<file path="src/rtl/sdrx_sample_align.sv">
// Multi-lane SD receive sampler: delay-compensated strobe, phase pick, start-bit hunt, framed capture.
// Optional start-bit timeout is compiled in with `define SDRX_TIMEOUT_EN.
module sdrx_sample_align #(
  parameter int unsigned NLANES = 4,
  parameter int unsigned DW     = 4,
  parameter int unsigned LW     = 12,
  parameter int unsigned TW     = 20
) (
  input  logic                  i_clk,
  input  logic                  i_reset,
  input  logic [8*NLANES-1:0]   i_wide,
  input  logic                  i_ckstb,
  input  logic [2:0]            i_ckphase,
  input  logic [DW-1:0]         i_delay,
  input  logic                  i_start,
  input  logic [LW-1:0]         i_len,
  input  logic [TW-1:0]         i_timeout,
  output logic                  o_busy,
  output logic                  o_valid,
  output logic [NLANES-1:0]     o_data,
  output logic                  o_last,
  output logic                  o_done,
  output logic                  o_err
);

  localparam int unsigned DEPTH = (1 << DW) - 1;

  typedef enum logic [1:0] {IDLE, HUNT, DATA, DONE} state_t;

  logic [3:0]        dline [DEPTH];
  logic [3:0]        tap;
  logic [DW-1:0]     tap_idx;
  logic [2:0]        bit_sel;
  logic [7:0]        lane_word;
  logic [NLANES-1:0] smp_next;
  logic              smp_valid;
  logic [NLANES-1:0] smp_data;

  state_t            state, state_n;
  logic [LW-1:0]     cnt, cnt_n;
  logic [LW-1:0]     len_q, len_n;
  logic              err_q, err_q_n;
  logic              busy_n, valid_n, last_n, done_n, err_n;
  logic [NLANES-1:0] data_n;

  // Strobe and its phase travel together so a delayed strobe keeps its own phase.
  always_ff @(posedge i_clk) begin
    if (i_reset) begin
      for (int unsigned i = 0; i < DEPTH; i++) dline[i] <= '0;
    end else begin
      dline[0] <= {i_ckstb, i_ckphase};
      for (int unsigned i = 1; i < DEPTH; i++) dline[i] <= dline[i-1];
    end
  end

  always_comb begin
    tap_idx   = i_delay - 1'b1;
    tap       = (i_delay == '0) ? {i_ckstb, i_ckphase} : dline[tap_idx];
    bit_sel   = ~tap[2:0];
    smp_next  = '0;
    lane_word = '0;
    for (int unsigned n = 0; n < NLANES; n++) begin
      lane_word   = i_wide[8*n +: 8];
      smp_next[n] = lane_word[bit_sel];
    end
  end

  always_ff @(posedge i_clk) begin
    if (i_reset) begin
      smp_valid <= 1'b0;
      smp_data  <= '0;
    end else begin
      smp_valid <= tap[3];
      if (tap[3]) smp_data <= smp_next;
    end
  end

`ifdef SDRX_TIMEOUT_EN
  logic [TW-1:0] tmo_q, tmo_n;
  logic [TW-1:0] tcnt, tcnt_n;
`else
  logic unused_timeout;
  assign unused_timeout = ^i_timeout;
`endif

  always_comb begin
    state_n = state;
    cnt_n   = cnt;
    len_n   = len_q;
    err_q_n = err_q;
    valid_n = 1'b0;
    data_n  = o_data;
    last_n  = 1'b0;
    done_n  = 1'b0;
    err_n   = 1'b0;
`ifdef SDRX_TIMEOUT_EN
    tmo_n   = tmo_q;
    tcnt_n  = tcnt;
`endif
    unique case (state)
      IDLE: begin
        // o_busy still reads 1 during the o_done clock, so a start there is ignored too.
        if (i_start && !o_busy) begin
          state_n = HUNT;
          len_n   = i_len;
          err_q_n = 1'b0;
`ifdef SDRX_TIMEOUT_EN
          tmo_n   = i_timeout;
          tcnt_n  = '0;
`endif
        end
      end
      HUNT: begin
        if (smp_valid && !smp_data[0]) begin
          cnt_n   = len_q;
          state_n = (len_q == '0) ? DONE : DATA;
        end
`ifdef SDRX_TIMEOUT_EN
        else if (tmo_q != '0 && tcnt == tmo_q) begin
          state_n = DONE;
          err_q_n = 1'b1;
        end else begin
          tcnt_n = tcnt + 1'b1;
        end
`endif
      end
      DATA: begin
        if (smp_valid) begin
          valid_n = 1'b1;
          data_n  = smp_data;
          cnt_n   = cnt - 1'b1;
          if (cnt == LW'(1)) begin
            last_n  = 1'b1;
            state_n = DONE;
          end
        end
      end
      DONE: begin
        done_n  = 1'b1;
        err_n   = err_q;
        state_n = IDLE;
      end
      default: state_n = IDLE;
    endcase
    busy_n = (state_n != IDLE) || done_n;
  end

  always_ff @(posedge i_clk) begin
    if (i_reset) begin
      state   <= IDLE;
      cnt     <= '0;
      len_q   <= '0;
      err_q   <= 1'b0;
      o_busy  <= 1'b0;
      o_valid <= 1'b0;
      o_data  <= '0;
      o_last  <= 1'b0;
      o_done  <= 1'b0;
      o_err   <= 1'b0;
`ifdef SDRX_TIMEOUT_EN
      tmo_q   <= '0;
      tcnt    <= '0;
`endif
    end else begin
      state   <= state_n;
      cnt     <= cnt_n;
      len_q   <= len_n;
      err_q   <= err_q_n;
      o_busy  <= busy_n;
      o_valid <= valid_n;
      o_data  <= data_n;
      o_last  <= last_n;
      o_done  <= done_n;
      o_err   <= err_n;
`ifdef SDRX_TIMEOUT_EN
      tmo_q   <= tmo_n;
      tcnt    <= tcnt_n;
`endif
    end
  end

endmodule

</file>
<file path="config.mk">
export PLATFORM = sky130hd
export DESIGN_NAME = sdrx_sample_align
export DESIGN_NICKNAME = d
export VERILOG_FILES = /design/src/rtl/sdrx_sample_align.sv
export SDC_FILE = /design/constraint.sdc
export NUM_CORES = 1
export LEC_CHECK = 0
export CAP_MARGIN = 25
export CORE_ASPECT_RATIO = 0.6
export CORE_MARGIN = 2
export CORE_UTILIZATION = 50
export DETAILED_ROUTE_END_ITERATION = 7
export DONT_BUFFER_PORTS = 1
export SETUP_SLACK_MARGIN = 0.5
export SLEW_MARGIN = 20
export SYNTH_ARGS = -nofsm -noshare
export SYNTH_HDL_FRONTEND = slang
export SYNTH_SLANG_ARGS = --single-unit
</file>
<file path="constraint.sdc">
create_clock -name i_clk -period 3.4 [get_ports i_clk]
set_input_delay 0.17 -clock i_clk [delete_from_list [all_inputs] [get_ports i_clk]]
set_output_delay 0.17 -clock i_clk [all_outputs]
set_load 0.02 [all_outputs]
</file>
==> flow_metrics.tcl, run 1 <==
set metrics [dict create \
    fin_worst_skew_ns 0.00678 \
    critPathArrivalTime_ns 2.84 \
    cp_num_buf_inv 1 \
    worst_setup_path_start_kind "input pin" \
    rsz0062_at_grt "false" \
    first_pass_grt_wire_length_mm 15.8 \
    antenna_left 0 \
    power.density_cell_area_mw_per_mm2 550 \
    vias_in_the_first_global_route 3029 \
    timing_worst_setup_path_type "input pin to register" \
    post_cts_resized 0 \
    post_cts.repair.setup_buffers 0 \
    mean_instance_size_in_the_synthesized_netlist_um2 9.39 \
    outcome "finished clean" \
    antenna_found_initial 1 \
    synth-edff-count 0 \
    gr-usage-met3_pct 8.89 \
    final_max_slew_viol_count 0 \
    timing.max_cap.violations 0 \
    actual_transition_at_the_worst_max_transition_pin_ns 0.970 \
    synth.yosys.warnings 0 \
    grt_max_degree 94 \
    globalRouteTotalUtil_pct 22.2 \
    number_of_clock_sinks 99 \
    portBuffers 0 \
    wl_per_cell_um 16.8 \
    cts_htree_levels 3 \
    ys_seq_area_share_pct 46.0 \
    asyncSetResetFlopFracSynth_pct 0 \
    timing.rr.start "dline[4][0]" \
    gp_routability_congestion 0.876 \
    clk_root_buffer_cell "clkbuf_16" \
    hold_path_startpoint "i_reset" \
    synth_cell_type_count 57 \
    max-vdd-ir-drop_uv 365 \
    die_height_um 75.9 \
    wl_mm 9.86 \
    viasPerCell 5.68 \
    finalWorstPathRequiredPeriod_ns 2.61 \
    slew_headroom_pct 35.1 \
    firstDrtPassIters 5 \
    crit_top_cell "a211oi_1" \
    ioPinCount 84 \
    crit_path_cell_trace "inv_1 > ha_1 > mux4_2 > and2b_1 > a211oi_1 > o31ai_2 > a211oi_1 > a2111oi_0 > a221o_1" \
    post_route_cells_drive_above_1_share_pct 9.75 \
    path_clk_slew_ns 0.07 \
    cp_max_fo 19 \
    total_number_of_vias 3330 \
    clock_path_buffers 2 \
    power.leakage_nw 1.83 \
    setup-violations-final 0 \
    floorplan.initialDensity_pct 51.2 \
    filler_cell_count 742 \
    floorplan.die_area_mm2 0.00941 \
    min-delay-path-class "input pin to register" \
    synth_flop_cell "dfxtp_1" \
    synth_top_cell_area_share_pct 46.0 \
    met1_usage_grt_pct 34.1 \
    floorplan.core_area_mm2 0.00843 \
    placement_rows 26 \
    initial_drc_count 216 \
    finalNetCount 546 \
    critical_path.startpoint "i_delay[0]" \
    use_met2_pct 29.2 \
    grt-ovfl-total 0 \
    yosys-top-cells-area "dfxtp_1, nor2b_1, nand2_1" \
    syn_nets 538 \
    register_area_mm2 0.00198 \
    post_synthesis_cell_count 459 \
    cts.hold.buffers_added 17 \
    cts_inserted_buffers 9 \
    most_crowded_layer_after_global_routing "met1" \
    yosysTopAreaCell "dfxtp_1" \
    final_period_util_pct 76.8 \
    crit_required_ns 3.63 \
    seq_cells_post_synth 99 \
    timing.critical_path.slowest_stage_cell "ha_1" \
    cts_tree "yes" \
    critical-path-top-delay-family "compound AO/OA/AOI/OAI gates" \
    fin_tns_setup_ns 0 \
    dpl.hpwl_mm 6.63 \
    place.detailed.instances 551 \
    die_width_um 124 \
    mappedNetlistArea_mm2 0.00431 \
    timing.critical_path.slowest_cell_delay_ns 0.76 \
    timing_limited_maximum_frequency_mhz 383 \
    insertion_delay_ns 0.34 \
    end_kind "register" \
    detailed_route_drc_error_count 0 \
    timing.final.hold_violations 0 \
    area.growth.synth_to_final_pct 13.6 \
    post_layout_nonfiller_instances 586 \
    multiInputGateArea_mm2 0.00215 \
]
## final cells by class
class | instances | area share, %
sequential | 99 | 40.5
antenna | 2 | 0.102
timing repair buffer | 23 | 4.75
clock inverter | 6 | 2.27
multi-input combinational | 325 | 44.0
tap | 112 | 2.86
clock buffer | 10 | 4.88
inverter | 9 | 0.690
## report_power, final
group | switching, mW | total (mW) | internal [mW]
combinational | 0.164 | 0.291 | 0.126
clock | 0.437 | 1.18 | 0.740
sequential | 0.0335 | 1.23 | 1.19
## per-layer routing
metal	vias to the layer above	wire length (um)
met1	1549	4950
li1	1631	-
met5	-	0
met4	0	42
met3	5	1030
met2	145	3840
## metrics by stage
stage	util (%)	cell area, um^2	worst slack (ns)	hold WS (ns)	total power [mW]
4_1_cts	58.1	4890	0.810	0.0942	2.71
2_1_floorplan	-	4310	0.569	0.298	1.47
6_report	58.1	4900	0.790	0.0962	2.69
5_1_grt	58.1	4890	0.643	0.0810	2.80
3_5_place_dp	51.7	4350	0.446	0.250	1.50
3_3_place_gp	51.7	4350	0.507	0.247	1.50
## synth_stat cells, types with 4 or more instances
| master | count |
|---|---|
| nor4_1 | 8 |
| a21oi_1 | 34 |
| nor3_1 | 8 |
| a211oi_1 | 6 |
| inv_1 | 9 |
| nand3_1 | 8 |
| o21ai_0 | 10 |
| dfxtp_1 | 99 |
| mux2i_1 | 16 |
| nand2_1 | 60 |
| a31oi_1 | 4 |
| mux4_2 | 8 |
| nor2_1 | 32 |
| ha_1 | 4 |
| o211ai_1 | 4 |
| buf_6 | 4 |
| clkbuf_1 | 18 |
| nor2b_1 | 64 |
## state kept, by name, summed over array words and instances, names as in the netlist
register	flops
dline	60
cnt	12
len_q	12
o_data	4
smp_data	4
state	2
o_busy	1
o_done	1
o_last	1
o_valid	1
smp_valid	1
## path summary, 6_finish.rpt
check | to | slack, ns | cells after the start
hold reg to reg | dline[10][2] | 0.46 | 1
setup / recovery | smp_data[2] | 0.79 | 9
hold / removal | o_done | 0.1 | 2
setup reg to reg | smp_data[2] | 1.07 | 7
## worst register-to-register path, delay by kind of cell, from the launching register on
kind	cells	cell delay, ns
compound gates	5	1.28
flops	1	0.31
mux	1	0.45
simple gates	1	0.17
## kinds of logic (layout without fill, tap and decap cells)
family	after synthesis	count (layout)	share of synthesized area, %
and+or+nand+nor	197	197	23.2
DFF	99	99	46.0
AOI/OAI and AO/OA	92	92	14.7
buffers and inverters	35	48	4.24
muxes	30	30	10.2
adders and majority gates	4	4	1.16
other	1	3	0.0870
xor gates and xnor gates	1	1	0.377
## placed cells by master (no fill, tap or decap), types with 3 or more instances in the layout
cell type and count:
buf_4 6, inv_1 9, a22o_1 3, clkbuf_16 9
dfxtp_1 99, nand2_1 60, a21oi_1 34, a32oi_1 3
nor3_1 8, a211oi_1 6, o31a_1 3, a31oi_1 4
ha_1 4, nor4_1 8, mux2i_1 16, nand3_1 8
nor2_1 32, o211ai_1 4, dlygate4sd3_1 16, nand2b_1 3
mux4_2 8, o21ai_0 10, o22ai_1 3, nor2b_1 64
a22oi_1 3, mux2_2 3, bufinv_16 3
Power figures use the tool's default switching activity.
==> inputs of run 2 (changes only) <==
==> constraint.sdc (replaced) <==
create_clock -name i_clk -period 2.45 [get_ports i_clk]
set_input_delay 0.1225 -clock i_clk [delete_from_list [all_inputs] [get_ports i_clk]]
set_output_delay 0.1225 -clock i_clk [all_outputs]
set_load 0.02 [all_outputs]
==> flow_metrics.tcl, run 2 (same netlist as run 1, synthesis figures left out) <==
set metrics [dict create \
    firstDrtPassIters 4 \
    largest_register_ff_count 60 \
    clk_root_buffer_cell "clkbuf_16" \
    layout_common_cells "dfxtp_1, nor2b_1, nand2_1" \
    min-delay-path-class "input pin to register" \
    timing.final.hold_violations 0 \
    cp_num_buf_inv 0 \
    reg2reg_slack_ns 0.26 \
    total_number_of_vias 3292 \
    detailed_route_drc_error_count 0 \
    largest-register "dline" \
    timing.critical_path.slowest_stage_cell "mux4_2" \
    hold-path-endpoint "o_done" \
    layout_top_registers "dline x60, cnt x12, len_q x12" \
    die_height_um 75.9 \
    fin_worst_skew_ns 0.00752 \
    timing_limited_maximum_frequency_mhz 457 \
    insertion_delay_ns 0.35 \
    crit_required_ns 2.68 \
    layout_commonest_cell "dfxtp_1" \
    wl_mm 9.90 \
    initial_drc_count 236 \
    clock_path_buffers 2 \
    actual_transition_at_the_worst_max_transition_pin_ns 0.631 \
    worst_setup_path_start_kind "register" \
    critical_path.reg2reg.endpoint "smp_data[2]" \
    finish.utilization_pct 60.5 \
    end_kind "register" \
    timing.max_cap.violations 0 \
    hold_path_startpoint "i_reset" \
    die_width_um 124 \
    timing.critical_path.slowest_cell_delay_ns 0.51 \
    floorplan.initialDensity_pct 51.2 \
    path_clk_slew_ns 0.07 \
    setup-violations-final 0 \
    placement_rows 26 \
    portBuffers 0 \
    critPathArrivalTime_ns 2.42 \
    power.leakage_nw 1.89 \
    area.growth.synth_to_final_pct 18.1 \
    timing.hold.worst_path_depth 2 \
    post_route_cells_drive_above_1_share_pct 15.8 \
    grt_max_degree 93 \
    globalRouteTotalUtil_pct 21.7 \
    rsz0062_at_grt "true" \
    number_of_clock_sinks 99 \
    wl_per_cell_um 16.7 \
    dpl.hpwl_mm 6.83 \
    design_power_total_mw 3.56 \
    antenna-diode-count 0 \
    antenna_found_initial 1 \
    worst_r2r_path_depth 7 \
    first_pass_grt_wire_length_mm 15.6 \
    timing.rr.start "dline[0][2]" \
    critical-path-top-delay-family "compound AO/OA/AOI/OAI gates" \
    max-vdd-ir-drop_uv 531 \
    power.density_cell_area_mw_per_mm2 699 \
    slew_headroom_pct 57.8 \
    fin_tns_setup_ns 0 \
    gp_routability_congestion 0.882 \
    post_layout_nonfiller_instances 594 \
    cts_inserted_buffers 9 \
    vias_in_the_first_global_route 3053 \
    viasPerCell 5.54 \
    outcome "finished clean" \
    place.detailed.instances 557 \
    finalWorstPathRequiredPeriod_ns 2.19 \
    antenna_left 0 \
    cp_max_fo 7 \
    floorplan.die_area_mm2 0.00941 \
    crit_path_cell_trace "mux4_2 > mux2i_4 > nand2_2 > a21o_4 > a211oi_2 > a2111oi_2 > a221o_1" \
    ioPinCount 84 \
    cts_htree_levels 3 \
    timing_worst_setup_path_type "register to register" \
    final_max_slew_viol_count 0 \
    final_period_util_pct 89.4 \
    grt-ovfl-total 0 \
    cts_tree "yes" \
    floorplan.core_area_mm2 0.00843 \
    finalNetCount 556 \
]
[run 2: changes by cell type in the layout (fill, tap and decap cells not counted), sizes merged, moves of 2 or more]
cell	delta
diode	-2
bufinv	-3
buf	+9
inv	+4
[run 2: worst max-delay path by stage]
stage / cells past startpoint / from / slack, ns / end
CTS: 7 / dline[0][2] / 0.28 / smp_data[2]
detailed placement: 9 / i_delay[1] / -0.04 / smp_data[3]
floorplan: 12 / i_delay[0] / 0.03 / smp_data[1]
global placement: 9 / i_delay[1] / 0.03 / smp_data[2]
global route: 7 / dline[0][2] / 0.18 / smp_data[2]
finish: 7 / dline[0][2] / 0.26 / smp_data[2]
[run 2: worst register-to-register path, cell delays in order (launching register included)]
cell       delay, ns
dfxtp_1         0.31
mux4_2          0.51
mux2i_4         0.20
nand2_2         0.11
a21o_4          0.31
a211oi_2        0.26
a2111oi_2       0.09
a221o_1         0.28
[run 2: timing repair]
| item | 4_1_cts | 5_1_grt |
|---|---|---|
| gates resized for setup | 19 | 6 |
| endpoints found under the hold margin | 93 | 0 |
| endpoints found under the setup margin | 4 | 8 |
| pin swaps | 10 | 4 |
| hold buffers | 18 | 0 |
| buffers inserted | 3 | 0 |
[run 2: cell type report]
class,instances,area (um^2)
well taps,112,140
repair buffers,33,347
clock buffers,9,225
inverters,9,41.3
fillers,740,3330
multi-input cells,325,2290
flip-flops and latches,99,1980
clock inverters,7,63.8
[run 2: through the flow]
| step | setup WS, ns | cell area (um^2) | hold WS (ns) |
|---|---|---|---|
| final | 0.259 | 5090 | 0.0511 |
| after global routing | 0.184 | 5090 | 0.0558 |
| after CTS | 0.280 | 5060 | 0.0396 |
| after detailed placement | -0.0378 | 4460 | 0.204 |
| after global placement | 0.0342 | 4460 | 0.201 |
| after floorplan | 0.0310 | 4370 | 0.251 |
[run 2: routing by layer]
layer / vias up / part of all wire, % / track usage (%)
li1: 1639 / - / -
met1: 1540 / 52 / 34.4
met2: 106 / 38 / 27.7
met3: 7 / 9.3 / 8.43
met4: 0 / 0.69 / 3.64
met5: - / 0 / 0
[run 2: power by group]
| group | switching, mW | internal [mW] | leakage [nW] |
|---|---|---|---|
| Combinational | 0.258 | 0.228 | 0.942 |
| Clock | 0.663 | 0.714 | 0.143 |
| Sequential | 0.0437 | 1.65 | 0.803 |
| Total | 0.964 | 2.60 | 1.89 |
==> inputs of run 3 (changes only) <==
--- a/config.mk
+++ b/config.mk
@@ -5,6 +5,7 @@
 export SDC_FILE = /design/constraint.sdc
 export NUM_CORES = 1
 export LEC_CHECK = 0
+export ABC_AREA = 1
 export CAP_MARGIN = 25
 export CORE_ASPECT_RATIO = 0.6
 export CORE_MARGIN = 2
==> flow_metrics.tcl, run 3 <==
set metrics [dict create \
    finalNetCount 734 \
    end_kind "register" \
    place.detailed.instances 740 \
    synth_top_cell_area_share_pct 44.3 \
    floorplan.initialDensity_pct 52.1 \
    synth_flop_cell "dfxtp_1" \
    initial_drc_count 179 \
    antenna_found_initial 0 \
    yosysTopAreaCell "dfxtp_1" \
    clock_path_buffers 2 \
    post_route_cells_drive_above_1_share_pct 6.83 \
    instance_area_at_placement_mm2 0.00453 \
    number_of_clock_sinks 99 \
    critPathArrivalTime_ns 1.97 \
    antenna_left 0 \
    post_cts.repair.setup_buffers 0 \
    timing.critical_path.slowest_cell_delay_ns 0.36 \
    antenna-diode-count 0 \
    total_number_of_vias 3795 \
    fin_tns_setup_ns 0 \
    grt_max_degree 71 \
    fin_worst_skew_ns 0.00695 \
    mean_instance_size_in_the_synthesized_netlist_um2 6.90 \
    finalWorstPathRequiredPeriod_ns 1.75 \
    wl_per_cell_um 12.2 \
    layout_common_cells "nor2_1, inv_1, dfxtp_1" \
    insertion_delay_ns 0.34 \
    largest_register_ff_count 60 \
    die_width_um 126 \
    portBuffers 0 \
    syn_nets 728 \
    timing.critical_path.slowest_stage_cell "dfxtp_1" \
    area.growth.synth_to_final_pct 11.9 \
    yosys-top-cells-area "dfxtp_1, nor2_1, inv_1" \
    synth.yosys.warnings 0 \
    path_clk_slew_ns 0.06 \
    gp_routability_congestion 0.812 \
    cts_inserted_buffers 9 \
    floorplan.die_area_mm2 0.00975 \
    power.leakage_nw 2.21 \
    postLayoutCellArea_mm2 0.00501 \
    actual_transition_at_the_worst_max_transition_pin_ns 0.753 \
    crit_top_cell "nor3_1" \
    timing.rr.start "cnt[2]" \
    critical_path.reg2reg.endpoint "cnt[9]" \
    design_power_total_mw 3.74 \
    crit_path_cell_trace "nor2_1 > nand2_1 > nor3_1 > nand3_1 > nor3_1 > xor2_1 > o21ai_0 > a21oi_1" \
    crit_required_ns 2.67 \
    viasPerCell 4.92 \
    final_period_util_pct 71.5 \
    timing_limited_maximum_frequency_mhz 571 \
    timing.final.hold_violations 0 \
    ioPinCount 84 \
    finish.utilization_pct 58.3 \
    synth_cell_type_count 35 \
    final_max_slew_viol_count 0 \
    synth-edff-count 0 \
    asyncSetResetFlopFracSynth_pct 0 \
    grt-ovfl-total 0 \
    timing.hold.worst_path_depth 2 \
    synth.most_common_cell "nor2_1" \
    filler_cell_count 829 \
    post_synthesis_cell_count 649 \
    detailed_route_drc_error_count 0 \
    ys_seq_area_share_pct 44.3 \
    die_height_um 77.3 \
    worst_setup_path_start_kind "register" \
    power.density_cell_area_mw_per_mm2 746 \
    vias_in_the_first_global_route 3585 \
    wl_mm 9.41 \
    first_pass_grt_wire_length_mm 16.4 \
    hold_path_startpoint "i_len[6]" \
    timing_worst_setup_path_type "register to register" \
    layout_commonest_cell "nor2_1" \
    hold-path-endpoint "len_q[6]" \
    cp_max_fo 5 \
    slew_headroom_pct 49.8 \
    post_layout_nonfiller_instances 771 \
    min-delay-path-class "input pin to register" \
    layout_top_registers "dline x60, cnt x12, len_q x12" \
    max-vdd-ir-drop_uv 327 \
    layout_setup_ws_ns 0.698 \
    finalHoldWorstSlack_ns 0.0320 \
    largest-register "dline" \
    place_ws_ns 0.293 \
    cts_tree "yes" \
    mappedNetlistArea_mm2 0.00448 \
    clk_root_buffer_cell "clkbuf_16" \
    netlist_top_cells_count "nor2_1, inv_1, dfxtp_1, nand2_1, nand3_1" \
    dpl.hpwl_mm 6.42 \
    outcome "finished clean" \
    timing.max_cap.violations 0 \
    cts_htree_levels 3 \
    setup-violations-final 0 \
    globalRouteTotalUtil_pct 20.5 \
    worst_r2r_path_depth 8 \
    placement_rows 26 \
    floorplan.core_area_mm2 0.00859 \
    rsz0062_at_grt "true" \
    firstDrtPassIters 4 \
    reg2reg_slack_ns 0.70 \
    seq_cells_post_synth 99 \
]
==> run 3: cell types whose count changed in the layout (fill, tap and decap cells not counted), sizes merged, moves of 16 or more <==
| cell | delta |
|---|---|
| mux2i | -16 |
| nand3 | +68 |
| nor2b | -64 |
| nor2 | +77 |
| o21ai | +40 |
| inv | +102 |
| nand2 | +37 |
==> run 3: worst max-delay path, delay by kind of cell, from the launching register on <==
| kind | cells | cell delay [ns] |
|---|---|---|
| flip-flops | 1 | 0.36 |
| AO/OA/AOI/OAI | 2 | 0.22 |
| AND/OR/NAND/NOR | 5 | 0.98 |
| XOR/XNOR | 1 | 0.09 |
==> run 3: cells by family (layout without fill, tap and decap cells) <==
kind of cell             after synthesis  in the layout  synth area share (%)
AND/OR/NAND/NOR                      297            297                  28.8
buffers and inverters                144            154                  12.9
flip-flops                            99             99                  44.3
AO/OA/AOI/OAI                         97             97                  11.4
XOR/XNOR                               7              7                  1.37
adder cells (fa/ha/maj)                4              4                  1.12
other                                  1              1                0.0837
==> run 3: final cells by class <==
type | instances | area, um^2 | share of cell area, %
Multi-Input combinational cell | 406 | 1930 | 38.5
Clock buffer | 13 | 260 | 5.19
Inverter | 116 | 435 | 8.69
Timing Repair Buffer | 23 | 230 | 4.60
Sequential cell | 99 | 1980 | 39.6
Clock inverter | 2 | 35.0 | 0.699
Tap cell | 112 | 140 | 2.80
==> run 3: repair_timing <==
action                     in CTS  in global routing
hold buffers                   16                  0
setup endpoints to repair       0                  5
gates resized for setup         0                  2
hold endpoints to repair       82                  0
==> run 3: metal layers <==
| layer | wire (um) | global-route usage [%] | vias up | share of wire [%] |
|---|---|---|---|---|
| met4 | 62 | 3.96 | 0 | 0.66 |
| met2 | 3940 | 32.3 | 101 | 42 |
| met3 | 535 | 5.79 | 8 | 5.7 |
| li1 | - | - | 2032 | - |
| met5 | 0 | 0 | - | 0 |
| met1 | 4870 | 28.4 | 1654 | 52 |
==> run 3: worst max-delay path by stage <==
stage          slack [ns]  cells after the start       start           to
2_1_floorplan        0.51                     15  i_delay[0]  smp_data[1]
3_3_place_gp         0.31                     13  i_delay[1]  smp_data[1]
3_5_place_dp         0.29                     13  i_delay[1]  smp_data[1]
4_1_cts              0.64                     11      cnt[0]      cnt[10]
5_1_grt              0.48                     11      cnt[0]      cnt[10]
6_report             0.70                      8      cnt[2]       cnt[9]
==> run 3: report_power, final <==
group	total [mW]	switching, mW	internal (mW)
Clock	1.40	0.558	0.840
Combinational	0.597	0.375	0.222
Sequential	1.74	0.0592	1.68
Total	3.74	0.991	2.75
